--- config.mk ---
export PLATFORM = sky130hd
export DESIGN_NAME = idex_stage_flat
export DESIGN_NICKNAME = d
export VERILOG_FILES = /design/src/rtl/cpu_pkg.sv /design/src/rtl/idex_stage_if.sv /design/src/rtl/idex_stage_fwd_mux4.sv /design/src/rtl/idex_stage.sv /design/src/flat_wrapper.sv
export SDC_FILE = /design/constraint.sdc
export NUM_CORES = 1
export LEC_CHECK = 0
export ABC_AREA = 1
export CORE_UTILIZATION = 41
export CTS_CLUSTER_SIZE = 16
export DETAILED_ROUTE_END_ITERATION = 8
export GPL_TIMING_DRIVEN = 0
export PLACE_DENSITY = 0.93
export SETUP_SLACK_MARGIN = 0.5
export SLEW_MARGIN = 20
export SYNTH_ARGS = -nofsm -noshare
export SYNTH_HDL_FRONTEND = slang
export SYNTH_SLANG_ARGS = --single-unit
--- constraint.sdc ---
create_clock -name i_clk -period 2.5 [get_ports i_clk]
set_input_delay 0.625 -clock i_clk [delete_from_list [all_inputs] [get_ports i_clk]]
set_output_delay 0.625 -clock i_clk [all_outputs]
set_load 0.01 [all_outputs]
--- src/rtl/cpu_pkg.sv ---
// Shared definitions for the 8-bit pipelined core: widths, opcodes,
// forwarding-select encodings, ID/EX FSM states and saturating helpers.
package cpu_pkg;

    localparam int DATA_W = 8;
    localparam int ADDR_W = 2;
    localparam int OPC_W  = 4;

    localparam logic [3:0] OP_NOP = 4'b0000;
    localparam logic [3:0] OP_ADD = 4'b0001;
    localparam logic [3:0] OP_SUB = 4'b0010;
    localparam logic [3:0] OP_AND = 4'b0011;
    localparam logic [3:0] OP_OR  = 4'b0100;
    localparam logic [3:0] OP_LD  = 4'b1000;
    localparam logic [3:0] OP_ST  = 4'b1001;

    localparam logic [1:0] FWD_REG   = 2'b00;
    localparam logic [1:0] FWD_EXMEM = 2'b01;
    localparam logic [1:0] FWD_MEMWB = 2'b10;
    localparam logic [1:0] FWD_WB    = 2'b11;

    typedef enum logic [0:0] {
        ST_RUN   = 1'b0,
        ST_STALL = 1'b1
    } idex_state_t;

    function automatic logic [3:0] sat_inc4(input logic [3:0] v);
        return (v == 4'hF) ? v : v + 4'd1;
    endfunction

    function automatic logic [15:0] sat_inc16(input logic [15:0] v);
        return (v == 16'hFFFF) ? v : v + 16'd1;
    endfunction

endpackage

--- src/rtl/idex_stage_if.sv ---
// ID/EX boundary bundle: ID-stage fields, hazard-unit controls and forwarding
// sources in; registered fields, EX operands and hold signals out.
interface idex_stage_if #(
    parameter int DATA_W = 8,
    parameter int ADDR_W = 2,
    parameter int OPC_W  = 4
);
    logic              i_stall;
    logic              i_flush;
    logic              i_id_valid;
    logic [OPC_W-1:0]  i_id_opcode;
    logic [ADDR_W-1:0] i_id_rs1_addr;
    logic [ADDR_W-1:0] i_id_rs2_addr;
    logic [ADDR_W-1:0] i_id_rd_addr;
    logic [DATA_W-1:0] i_id_rs1_data;
    logic [DATA_W-1:0] i_id_rs2_data;
    logic [DATA_W-1:0] i_id_imm;
    logic              i_id_reg_write;
    logic              i_id_mem_read;
    logic              i_id_mem_write;
    logic [1:0]        i_muxA_select;
    logic [1:0]        i_muxB_select;
    logic [DATA_W-1:0] i_exmem_result;
    logic [DATA_W-1:0] i_memwb_result;
    logic [DATA_W-1:0] i_wb_result;

    logic [OPC_W-1:0]  o_idex_opcode;
    logic [ADDR_W-1:0] o_idex_rs1_addr;
    logic [ADDR_W-1:0] o_idex_rs2_addr;
    logic [ADDR_W-1:0] o_idex_rd_addr;
    logic              o_ex_valid;
    logic              o_ex_reg_write;
    logic              o_ex_mem_read;
    logic              o_ex_mem_write;
    logic [DATA_W-1:0] o_ex_operand_a;
    logic [DATA_W-1:0] o_ex_operand_b;
    logic [DATA_W-1:0] o_ex_imm;
    logic              o_pc_hold;
    logic              o_ifid_hold;
    logic              o_wdog_err;

    modport slave (
        input  i_stall, i_flush, i_id_valid, i_id_opcode,
               i_id_rs1_addr, i_id_rs2_addr, i_id_rd_addr,
               i_id_rs1_data, i_id_rs2_data, i_id_imm,
               i_id_reg_write, i_id_mem_read, i_id_mem_write,
               i_muxA_select, i_muxB_select,
               i_exmem_result, i_memwb_result, i_wb_result,
        output o_idex_opcode, o_idex_rs1_addr, o_idex_rs2_addr, o_idex_rd_addr,
               o_ex_valid, o_ex_reg_write, o_ex_mem_read, o_ex_mem_write,
               o_ex_operand_a, o_ex_operand_b, o_ex_imm,
               o_pc_hold, o_ifid_hold, o_wdog_err
    );

    modport master (
        output i_stall, i_flush, i_id_valid, i_id_opcode,
               i_id_rs1_addr, i_id_rs2_addr, i_id_rd_addr,
               i_id_rs1_data, i_id_rs2_data, i_id_imm,
               i_id_reg_write, i_id_mem_read, i_id_mem_write,
               i_muxA_select, i_muxB_select,
               i_exmem_result, i_memwb_result, i_wb_result,
        input  o_idex_opcode, o_idex_rs1_addr, o_idex_rs2_addr, o_idex_rd_addr,
               o_ex_valid, o_ex_reg_write, o_ex_mem_read, o_ex_mem_write,
               o_ex_operand_a, o_ex_operand_b, o_ex_imm,
               o_pc_hold, o_ifid_hold, o_wdog_err
    );
endinterface

--- src/rtl/idex_stage_fwd_mux4.sv ---
// DATA_W-wide 4:1 forwarding mux choosing between the ID/EX register value
// and the three later-stage results.
module fwd_mux4
    import cpu_pkg::*;
#(
    parameter int DATA_W = 8
) (
    input  logic [1:0]        i_sel,
    input  logic [DATA_W-1:0] i_reg,
    input  logic [DATA_W-1:0] i_exmem,
    input  logic [DATA_W-1:0] i_memwb,
    input  logic [DATA_W-1:0] i_wb,
    output logic [DATA_W-1:0] o_data
);

    // Forwarding source select.
    always_comb begin
        o_data = i_reg;
        case (i_sel)
            FWD_REG:   o_data = i_reg;
            FWD_EXMEM: o_data = i_exmem;
            FWD_MEMWB: o_data = i_memwb;
            FWD_WB:    o_data = i_wb;
            default:   o_data = i_reg;
        endcase
    end

endmodule

--- src/rtl/idex_stage.sv ---
// ID/EX pipeline register with forwarding muxes, stall/flush handling and a
// sticky stall watchdog. Optional HAZARD_PERF_EN adds stall/flush counters.
module idex_stage
    import cpu_pkg::*;
#(
    parameter int DATA_W   = 8,
    parameter int ADDR_W   = 2,
    parameter int OPC_W    = 4,
    parameter int WDOG_MAX = 4
) (
    input  logic        i_clk,
    input  logic        i_rst,
    idex_stage_if.slave bus
`ifdef HAZARD_PERF_EN
    ,
    output logic [15:0] o_stall_cnt,
    output logic [15:0] o_flush_cnt
`endif
);

    localparam logic [3:0] WDOG_LIM = 4'(WDOG_MAX);

    logic              valid_q,     valid_d;
    logic [OPC_W-1:0]  opcode_q,    opcode_d;
    logic [ADDR_W-1:0] rs1_addr_q,  rs1_addr_d;
    logic [ADDR_W-1:0] rs2_addr_q,  rs2_addr_d;
    logic [ADDR_W-1:0] rd_addr_q,   rd_addr_d;
    logic [DATA_W-1:0] rs1_data_q,  rs1_data_d;
    logic [DATA_W-1:0] rs2_data_q,  rs2_data_d;
    logic [DATA_W-1:0] imm_q,       imm_d;
    logic              reg_write_q, reg_write_d;
    logic              mem_read_q,  mem_read_d;
    logic              mem_write_q, mem_write_d;
    idex_state_t       state_q,     state_d;
    logic [3:0]        cnt_q,       cnt_d;
    logic              wdog_err_q,  wdog_err_d;
    logic              hold_s;

    assign hold_s = bus.i_stall & ~bus.i_flush;

    // Pipeline field update: flush loads a bubble, stall holds, else capture.
    always_comb begin
        valid_d     = valid_q;
        opcode_d    = opcode_q;
        rs1_addr_d  = rs1_addr_q;
        rs2_addr_d  = rs2_addr_q;
        rd_addr_d   = rd_addr_q;
        rs1_data_d  = rs1_data_q;
        rs2_data_d  = rs2_data_q;
        imm_d       = imm_q;
        reg_write_d = reg_write_q;
        mem_read_d  = mem_read_q;
        mem_write_d = mem_write_q;
        if (bus.i_flush) begin
            valid_d     = 1'b0;
            opcode_d    = OPC_W'(OP_NOP);
            reg_write_d = 1'b0;
            mem_read_d  = 1'b0;
            mem_write_d = 1'b0;
        end else if (!bus.i_stall) begin
            valid_d     = bus.i_id_valid;
            opcode_d    = bus.i_id_opcode;
            rs1_addr_d  = bus.i_id_rs1_addr;
            rs2_addr_d  = bus.i_id_rs2_addr;
            rd_addr_d   = bus.i_id_rd_addr;
            rs1_data_d  = bus.i_id_rs1_data;
            rs2_data_d  = bus.i_id_rs2_data;
            imm_d       = bus.i_id_imm;
            reg_write_d = bus.i_id_reg_write;
            mem_read_d  = bus.i_id_mem_read;
            mem_write_d = bus.i_id_mem_write;
        end else begin
            valid_d     = valid_q;
        end
    end

    // Stall FSM next state and consecutive-stall counter; watchdog is sticky.
    always_comb begin
        state_d = state_q;
        cnt_d   = cnt_q;
        case (state_q)
            ST_RUN: begin
                if (hold_s) begin
                    state_d = ST_STALL;
                    cnt_d   = 4'd1;
                end else begin
                    cnt_d   = 4'd0;
                end
            end
            ST_STALL: begin
                if (!bus.i_stall || bus.i_flush) begin
                    state_d = ST_RUN;
                    cnt_d   = 4'd0;
                end else begin
                    cnt_d   = sat_inc4(cnt_q);
                end
            end
            default: begin
                state_d = ST_RUN;
                cnt_d   = 4'd0;
            end
        endcase
        wdog_err_d = wdog_err_q | (cnt_d >= WDOG_LIM);
    end

    // State registers with synchronous reset.
    always_ff @(posedge i_clk) begin
        if (i_rst) begin
            valid_q     <= 1'b0;
            opcode_q    <= '0;
            rs1_addr_q  <= '0;
            rs2_addr_q  <= '0;
            rd_addr_q   <= '0;
            rs1_data_q  <= '0;
            rs2_data_q  <= '0;
            imm_q       <= '0;
            reg_write_q <= 1'b0;
            mem_read_q  <= 1'b0;
            mem_write_q <= 1'b0;
            state_q     <= ST_RUN;
            cnt_q       <= 4'd0;
            wdog_err_q  <= 1'b0;
        end else begin
            valid_q     <= valid_d;
            opcode_q    <= opcode_d;
            rs1_addr_q  <= rs1_addr_d;
            rs2_addr_q  <= rs2_addr_d;
            rd_addr_q   <= rd_addr_d;
            rs1_data_q  <= rs1_data_d;
            rs2_data_q  <= rs2_data_d;
            imm_q       <= imm_d;
            reg_write_q <= reg_write_d;
            mem_read_q  <= mem_read_d;
            mem_write_q <= mem_write_d;
            state_q     <= state_d;
            cnt_q       <= cnt_d;
            wdog_err_q  <= wdog_err_d;
        end
    end

    fwd_mux4 #(.DATA_W(DATA_W)) u_mux_a (
        .i_sel   (bus.i_muxA_select),
        .i_reg   (rs1_data_q),
        .i_exmem (bus.i_exmem_result),
        .i_memwb (bus.i_memwb_result),
        .i_wb    (bus.i_wb_result),
        .o_data  (bus.o_ex_operand_a)
    );

    fwd_mux4 #(.DATA_W(DATA_W)) u_mux_b (
        .i_sel   (bus.i_muxB_select),
        .i_reg   (rs2_data_q),
        .i_exmem (bus.i_exmem_result),
        .i_memwb (bus.i_memwb_result),
        .i_wb    (bus.i_wb_result),
        .o_data  (bus.o_ex_operand_b)
    );

    // The ~i_stall gating is the bubble seen by EX/MEM while ID/EX is held.
    assign bus.o_idex_opcode   = opcode_q;
    assign bus.o_idex_rs1_addr = rs1_addr_q;
    assign bus.o_idex_rs2_addr = rs2_addr_q;
    assign bus.o_idex_rd_addr  = rd_addr_q;
    assign bus.o_ex_valid      = valid_q     & ~bus.i_stall;
    assign bus.o_ex_reg_write  = reg_write_q & ~bus.i_stall;
    assign bus.o_ex_mem_read   = mem_read_q  & ~bus.i_stall;
    assign bus.o_ex_mem_write  = mem_write_q & ~bus.i_stall;
    assign bus.o_ex_imm        = imm_q;
    assign bus.o_pc_hold       = hold_s;
    assign bus.o_ifid_hold     = hold_s;
    assign bus.o_wdog_err      = wdog_err_q;

`ifdef HAZARD_PERF_EN
    logic [15:0] stall_cnt_q, stall_cnt_d;
    logic [15:0] flush_cnt_q, flush_cnt_d;

    // Saturating performance counters.
    always_comb begin
        stall_cnt_d = hold_s      ? sat_inc16(stall_cnt_q) : stall_cnt_q;
        flush_cnt_d = bus.i_flush ? sat_inc16(flush_cnt_q) : flush_cnt_q;
    end

    // Counter registers with synchronous reset.
    always_ff @(posedge i_clk) begin
        if (i_rst) begin
            stall_cnt_q <= 16'd0;
            flush_cnt_q <= 16'd0;
        end else begin
            stall_cnt_q <= stall_cnt_d;
            flush_cnt_q <= flush_cnt_d;
        end
    end

    assign o_stall_cnt = stall_cnt_q;
    assign o_flush_cnt = flush_cnt_q;
`endif

endmodule

--- src/flat_wrapper.sv ---
// flat-port wrapper written by rule: the top's interface ports become plain ports
module idex_stage_flat import cpu_pkg::*;
#(
    parameter int DATA_W   = 8,
    parameter int ADDR_W   = 2,
    parameter int OPC_W    = 4,
    parameter int WDOG_MAX = 4
)
  (i_clk, i_rst, bus_i_stall, bus_i_flush, bus_i_id_valid, bus_i_id_opcode, bus_i_id_rs1_addr, bus_i_id_rs2_addr, bus_i_id_rd_addr, bus_i_id_rs1_data, bus_i_id_rs2_data, bus_i_id_imm, bus_i_id_reg_write, bus_i_id_mem_read, bus_i_id_mem_write, bus_i_muxA_select, bus_i_muxB_select, bus_i_exmem_result, bus_i_memwb_result, bus_i_wb_result, bus_o_idex_opcode, bus_o_idex_rs1_addr, bus_o_idex_rs2_addr, bus_o_idex_rd_addr, bus_o_ex_valid, bus_o_ex_reg_write, bus_o_ex_mem_read, bus_o_ex_mem_write, bus_o_ex_operand_a, bus_o_ex_operand_b, bus_o_ex_imm, bus_o_pc_hold, bus_o_ifid_hold, bus_o_wdog_err);
  idex_stage_if #(.DATA_W(DATA_W), .ADDR_W(ADDR_W), .OPC_W(OPC_W)) bus_i ();
  input  logic i_clk;
  input  logic i_rst;
  input wire logic [$bits(bus_i.i_stall)-1:0] bus_i_stall;
  input wire logic [$bits(bus_i.i_flush)-1:0] bus_i_flush;
  input wire logic [$bits(bus_i.i_id_valid)-1:0] bus_i_id_valid;
  input wire logic [$bits(bus_i.i_id_opcode)-1:0] bus_i_id_opcode;
  input wire logic [$bits(bus_i.i_id_rs1_addr)-1:0] bus_i_id_rs1_addr;
  input wire logic [$bits(bus_i.i_id_rs2_addr)-1:0] bus_i_id_rs2_addr;
  input wire logic [$bits(bus_i.i_id_rd_addr)-1:0] bus_i_id_rd_addr;
  input wire logic [$bits(bus_i.i_id_rs1_data)-1:0] bus_i_id_rs1_data;
  input wire logic [$bits(bus_i.i_id_rs2_data)-1:0] bus_i_id_rs2_data;
  input wire logic [$bits(bus_i.i_id_imm)-1:0] bus_i_id_imm;
  input wire logic [$bits(bus_i.i_id_reg_write)-1:0] bus_i_id_reg_write;
  input wire logic [$bits(bus_i.i_id_mem_read)-1:0] bus_i_id_mem_read;
  input wire logic [$bits(bus_i.i_id_mem_write)-1:0] bus_i_id_mem_write;
  input wire logic [$bits(bus_i.i_muxA_select)-1:0] bus_i_muxA_select;
  input wire logic [$bits(bus_i.i_muxB_select)-1:0] bus_i_muxB_select;
  input wire logic [$bits(bus_i.i_exmem_result)-1:0] bus_i_exmem_result;
  input wire logic [$bits(bus_i.i_memwb_result)-1:0] bus_i_memwb_result;
  input wire logic [$bits(bus_i.i_wb_result)-1:0] bus_i_wb_result;
  output wire logic [$bits(bus_i.o_idex_opcode)-1:0] bus_o_idex_opcode;
  output wire logic [$bits(bus_i.o_idex_rs1_addr)-1:0] bus_o_idex_rs1_addr;
  output wire logic [$bits(bus_i.o_idex_rs2_addr)-1:0] bus_o_idex_rs2_addr;
  output wire logic [$bits(bus_i.o_idex_rd_addr)-1:0] bus_o_idex_rd_addr;
  output wire logic [$bits(bus_i.o_ex_valid)-1:0] bus_o_ex_valid;
  output wire logic [$bits(bus_i.o_ex_reg_write)-1:0] bus_o_ex_reg_write;
  output wire logic [$bits(bus_i.o_ex_mem_read)-1:0] bus_o_ex_mem_read;
  output wire logic [$bits(bus_i.o_ex_mem_write)-1:0] bus_o_ex_mem_write;
  output wire logic [$bits(bus_i.o_ex_operand_a)-1:0] bus_o_ex_operand_a;
  output wire logic [$bits(bus_i.o_ex_operand_b)-1:0] bus_o_ex_operand_b;
  output wire logic [$bits(bus_i.o_ex_imm)-1:0] bus_o_ex_imm;
  output wire logic [$bits(bus_i.o_pc_hold)-1:0] bus_o_pc_hold;
  output wire logic [$bits(bus_i.o_ifid_hold)-1:0] bus_o_ifid_hold;
  output wire logic [$bits(bus_i.o_wdog_err)-1:0] bus_o_wdog_err;
  assign bus_i.i_stall = bus_i_stall;
  assign bus_i.i_flush = bus_i_flush;
  assign bus_i.i_id_valid = bus_i_id_valid;
  assign bus_i.i_id_opcode = bus_i_id_opcode;
  assign bus_i.i_id_rs1_addr = bus_i_id_rs1_addr;
  assign bus_i.i_id_rs2_addr = bus_i_id_rs2_addr;
  assign bus_i.i_id_rd_addr = bus_i_id_rd_addr;
  assign bus_i.i_id_rs1_data = bus_i_id_rs1_data;
  assign bus_i.i_id_rs2_data = bus_i_id_rs2_data;
  assign bus_i.i_id_imm = bus_i_id_imm;
  assign bus_i.i_id_reg_write = bus_i_id_reg_write;
  assign bus_i.i_id_mem_read = bus_i_id_mem_read;
  assign bus_i.i_id_mem_write = bus_i_id_mem_write;
  assign bus_i.i_muxA_select = bus_i_muxA_select;
  assign bus_i.i_muxB_select = bus_i_muxB_select;
  assign bus_i.i_exmem_result = bus_i_exmem_result;
  assign bus_i.i_memwb_result = bus_i_memwb_result;
  assign bus_i.i_wb_result = bus_i_wb_result;
  assign bus_o_idex_opcode = bus_i.o_idex_opcode;
  assign bus_o_idex_rs1_addr = bus_i.o_idex_rs1_addr;
  assign bus_o_idex_rs2_addr = bus_i.o_idex_rs2_addr;
  assign bus_o_idex_rd_addr = bus_i.o_idex_rd_addr;
  assign bus_o_ex_valid = bus_i.o_ex_valid;
  assign bus_o_ex_reg_write = bus_i.o_ex_reg_write;
  assign bus_o_ex_mem_read = bus_i.o_ex_mem_read;
  assign bus_o_ex_mem_write = bus_i.o_ex_mem_write;
  assign bus_o_ex_operand_a = bus_i.o_ex_operand_a;
  assign bus_o_ex_operand_b = bus_i.o_ex_operand_b;
  assign bus_o_ex_imm = bus_i.o_ex_imm;
  assign bus_o_pc_hold = bus_i.o_pc_hold;
  assign bus_o_ifid_hold = bus_i.o_ifid_hold;
  assign bus_o_wdog_err = bus_i.o_wdog_err;
  idex_stage #(.DATA_W(DATA_W), .ADDR_W(ADDR_W), .OPC_W(OPC_W), .WDOG_MAX(WDOG_MAX)) u_core (.i_clk(i_clk), .i_rst(i_rst), .bus(bus_i));
endmodule
* Yosys cells after proc, flatten, opt, wreduce, memory -nomap -nowiden
Cells that the tools add are included.
W data, S select, Z words.
** Word-level totals
- Register bits after elaboration :: 44
- Input port bits :: 70
- Output and inout bits :: 41
** Cells by class
- Add/subtract/negate cells :: 1
- Magnitude comparators :: 1
- Equal/unequal tests :: 7
- Muxes and demuxes :: 9
- Bitwise gates (word level) :: 9
- Reductions and logical operators :: 6
** Operator list (count)
- $pmux W8 S4 :: 2
- $eq A2 B2 Y1 const B :: 4
- $mux W4 :: 2
- $pmux W4 S2 :: 1
- $and A1 B1 Y1 :: 5
- $add A4 B1 Y4 const B :: 1
- $eq A2 B1 Y1 const B :: 2
- $eq A4 B4 Y1 const B :: 1
- $ge A4 B3 Y1 const B :: 1
- $logic_not A2 Y1 :: 2
- $mux W1 :: 3
- $not A1 Y1 :: 3
- $pmux W1 S2 :: 1
- $reduce_and A2 Y1 :: 1
- $reduce_or A2 Y1 :: 1
- $logic_not A1 Y1 :: 1
- $logic_or A1 B1 Y1 :: 1
- $or A1 B1 Y1 :: 1

* Longest topological paths before layout
- Word-level depth :: 6
- Gate-level depth with buffers :: 6

* Cells and area by module
From an unflattened synthesis, not the netlist that was laid out.
** Unflattened totals
- Cells, all modules :: 309
- Area, all modules :: 2319.7 sq um
** Modules (own cells, without submodules)
- idex_stage :: times used 1, cells each 215, area an instance 1791.7 sq um, sequential area each 880.8 sq um
- fwd_mux4 :: times used 2, cells each 47, area an instance 264.0 sq um, sequential area each 0.0 sq um

* Least setup slack after synthesis
No wires, ideal clock.
- Kind :: input to output
- Start :: in bus_i_stall
- End :: out bus_o_pc_hold
- Arrival time :: 1174 ps
- Data required time :: 1875 ps
- Setup slack :: 701 ps
- Cell stages on the path :: 4
- Path buffers :: 2
- Cells stage by stage :: buf_6 inv_1 nor2_1 buf_4
** Between the ends
- Longest elaborated chain between the ends :: 1
** RTL lines
- start, declared :: RTL line flat_wrapper.sv:13 : input wire logic [$bits(bus_i.i_stall)-1:0] bus_i_stall;
- $and A1 B1 Y1 :: RTL line idex_stage.sv:39 : assign hold_s = bus.i_stall & ~bus.i_flush;
- end, declared :: RTL line flat_wrapper.sv:42 : output wire logic [$bits(bus_i.o_pc_hold)-1:0] bus_o_pc_hold;
Every way passes these cells.

* Worst setup path in the final report
- Start :: in bus_i_muxB_select[1]
- End :: out bus_o_ex_operand_b[6]
** Between the ends
- Longest elaborated chain between the ends :: 2
- Elaborated cells on any way between the ends :: 5
- Those cells by class :: eq/ne: 3; mux: 1; reduce/logical: 1
** RTL lines
- start, declared :: RTL line flat_wrapper.sv:27 : input wire logic [$bits(bus_i.i_muxB_select)-1:0] bus_i_muxB_select;
- $eq A2 B2 Y1, or another cell as far along :: RTL line idex_stage_fwd_mux4.sv:19 : case (i_sel)
- $pmux W8 S4 * :: RTL line idex_stage_fwd_mux4.sv:19
- end, declared :: RTL line flat_wrapper.sv:40 : output wire logic [$bits(bus_i.o_ex_operand_b)-1:0] bus_o_ex_operand_b;
Mark *: on every way between the ends. The rest lies on a longest branch, timed or not.

==> impl_metrics.ini <==
[route]
met2_length_mm = 3.84
drt_iter0_drc = 148
wirelength_mm = 7.43
drc = 0
avgViaCountPerCell = 5.14
drtAntennaViolNets = 0
dr_total_vias = 2580
wire_per_inst_um = 14.8
maxUsedRoutingLayer = met4
wl_met1_mm = 2.74
wl_met3_um = 617
drt-pass1-iter-count = 4

[yosys]
synth_fp_nets = 373
yosysWarnings = 0
ys_ff_latch = 44
netlist_instances = 302
synth_enable_flop_cells = 0
ys_async_sr_fraction_pct = 0
ys_types = 19
synth-seq-area-share_pct = 42.7
synthMostInstantiatedCell = nand2_1
syn_avg_cell_area_um2 = 6.83
synth_flop_cell = dfxtp_1
syn_area_mm2 = 0.00206
synthTopCellsByArea = dfxtp_1 (43%), nand2_1 (25%), a21oi_1 (9.2%)
netlist_top_cells_count = nand2_1 (137), dfxtp_1 (44), a21oi_1 (38)
yosysTopAreaCell = dfxtp_1
yosysTopAreaCellShare_pct = 42.7

[setup_path]
r2r-end = u_core.cnt_q[0]
cp_top_family = buffers and inverters
cp.arrival_ns = 1.41
max_stage_delay_ns = 0.17
worstSetupStartpoint = bus_i_muxB_select[1]
path_cells = buf_12 -> nor2_4 -> buf_4 -> nand2_1 -> o2111ai_1 -> buf_2
crit_path_start_kind = input pin
worstSetupPathType = in2out
rr_worst_depth = 6
endpoint = bus_o_ex_operand_b[6]
cp_num_buf_inv = 3
critPathSlowestCell = nor2_4
worst-path-stages = 6
cp-end-kind = primary output
r2r_setup_slack_ns = 1.28
r2r_start = u_core.cnt_q[1]
crit_fanout = 6
crit_required_ns = 1.88

[timing]
fin_crit_sh_pct = 81.3
slew_viol_final = 0
fmax_mhz = 492
worst_pin_slew_ns = 0.443
setup_viol_count_final = 0
finalSetupTns_ns = 0
slew_headroom_pct = 70.4
layout_setup_ws_ns = 0.468
hold_viol = 0
finalCriticalPeriod_ns = 2.03
skew_ns = 0.00409
rsz0062_at_grt = true

[floorplanning]
die_x_um = 72.9
die_h_um = 72.9
initial_core_util_pct = 43.1
die_area_mm2 = 0.00532
ios = 111
coreArea_mm2 = 0.00479
rows = 25

[worst_hold_path]
min_path_type = reg2reg
holdPathStages = 2

[cts]
cts-root-buf = clkbuf_8
clock_path_buffers = 2
cts_made_buffers = 5
htree_levels = 2
cts_sinks = 44
cts_hold_buf = 0
cts_tree = yes
path_clk_slew_ns = 0.08
clk_latency_ns = 0.29

[global_route]
grt_pass1_wl_mm = 10.7
grt.total_usage_pct = 26.0
grt_pass1_vias = 2436
grt_antenna_before_repair = 0
grt_max_degree = 14
grt-ovfl-total = 0

[cells_and_area]
fin_nets = 505
area_growth_pct = 71.9
drive_gt1_share_pct = 20.0
design_area_mm2 = 0.00355
n_antenna_cell = 0

[power_and_ir_drop]
cellInternalPower_uw = 1160
comb_power_share_pct = 24.7
clock_power_share_pct = 28.3
p_seq_share_pct = 46.9
p_per_area_mw_per_mm2 = 447
p_switching_uw = 430
swShare_pct = 27.1
ir_drop_mv = 0.387
p_leak_uw = 0.00154

[placement]
gp_congestion = 0.838
dp_slack_ns = -0.595
place_area_mm2 = 0.00324
io_buffer_count = 109
hpwl_mm = 4.73

[outcome]
status = complete, no violations

[job]
maxCapViolCount = 0
## routing by layer
layer  GRT usage [%]  up-vias
met2            47.6      146
met1            26.1     1174
met4            12.6        0
met3            9.12       27
met5               0        -
li1                -     1233
## registers in the layout (all words and copies together), names as in the netlist
name,cells
u_core.valid_q,1
u_core.bus.o_idex_rd_addr,2
u_core.rs1_data_q,8
u_core.bus.o_idex_rs1_addr,2
u_core.bus.o_ex_imm,8
u_core.cnt_q,4
u_core.mem_read_q,1
u_core.reg_write_q,1
u_core.mem_write_q,1
u_core.bus.o_wdog_err,1
u_core.state_q,1
u_core.rs2_data_q,8
u_core.bus.o_idex_rs2_addr,2
u_core.bus.o_idex_opcode,4
## what timing repair did
item / CTS / global route
buffers inserted: 10 / 6
pin swaps: 12 / 9
resized for setup: 151 / 31
setup endpoints to repair: 22 / 17
## cell families after synthesis
| group | Yosys count | synth area share [%] |
|---|---|---|
| and+or+nand+nor | 166 | 32.4 |
| adders and majority gates | 1 | 0.606 |
| buffers and inverters | 39 | 9.88 |
| DFF | 44 | 42.7 |
| AOI/OAI and AO/OA | 52 | 14.4 |
## power groups by stage
stage / sequential (µW) / clock (µW) / combinational, µW
3_3_place_gp: 758 / 0 / 350
2_1_floorplan: 762 / 0 / 130
3_5_place_dp: 760 / 0 / 358
6_report: 745 / 450 / 392
5_1_grt: 747 / 496 / 418
4_1_cts: 744 / 460 / 354
## metrics by stage
stage | util (%) | cells | hold slack (ns) | power [µW]
after global routing | 74.1 | 502 | 0.479 | 1660
after floorplan | - | 302 | 0.434 | 892
after detailed placement | 67.7 | 478 | 0.452 | 1120
final | 74.1 | 502 | 0.463 | 1590
after global placement | 67.7 | 478 | 0.441 | 1110
after CTS | 71.2 | 496 | 0.464 | 1560
## cells in the final DEF, fill, tap and decap left out, types with 2 or more instances in the layout
| cell | n |
|---|---|
| a21oi_1 | 38 |
| buf_12 | 3 |
| buf_2 | 16 |
| buf_4 | 11 |
| buf_6 | 13 |
| clkbuf_1 | 3 |
| clkbuf_8 | 6 |
| clkdlybuf4s15_1 | 2 |
| clkdlybuf4s50_1 | 58 |
| clkinv_2 | 2 |
| dfxtp_1 | 44 |
| dlygate4sd2_1 | 26 |
| dlymetal6s2s_1 | 2 |
| inv_1 | 17 |
| inv_2 | 4 |
| inv_4 | 3 |
| nand2_1 | 127 |
| nand2_2 | 7 |
| nand2_4 | 2 |
| nand3_1 | 4 |
| nand4_1 | 9 |
| nor2_1 | 8 |
| nor2_4 | 6 |
| o2111ai_1 | 2 |
| o2111ai_2 | 6 |
| o21ai_0 | 4 |
## worst min-delay path by stage
| stage | start | end | slack, ns |
|---|---|---|---|
| after detailed placement | u_core.rs1_data_q[4] | u_core.rs1_data_q[4] | 0.45 |
| after CTS | u_core.rs1_data_q[4] | u_core.rs1_data_q[4] | 0.46 |
| after global placement | u_core.reg_write_q | u_core.reg_write_q | 0.44 |
| final | u_core.reg_write_q | u_core.reg_write_q | 0.46 |
| after floorplan | u_core.mem_write_q | u_core.mem_write_q | 0.43 |
| after global routing | u_core.rs2_data_q[1] | u_core.rs2_data_q[1] | 0.48 |
## final cells by class
class / instances / area (µm²)
fillers: 365 / 1240
repair buffers: 125 / 1160
multi-input cells: 219 / 1100
flip-flops and latches: 44 / 881
inverters: 27 / 125
plain buffers: 12 / 105
well taps: 67 / 83.8
clock buffers: 6 / 82.6
clock inverters: 2 / 10.0
## tightest hold or removal path: cells and delay by family, from the launching register on
family	cells	cell delay [ns]
buffers and inverters	1	0.06
flip-flops	1	0.31
AO/OA/AOI/OAI	1	0.06
No activity file was read; power rests on OpenSTA's default activity.
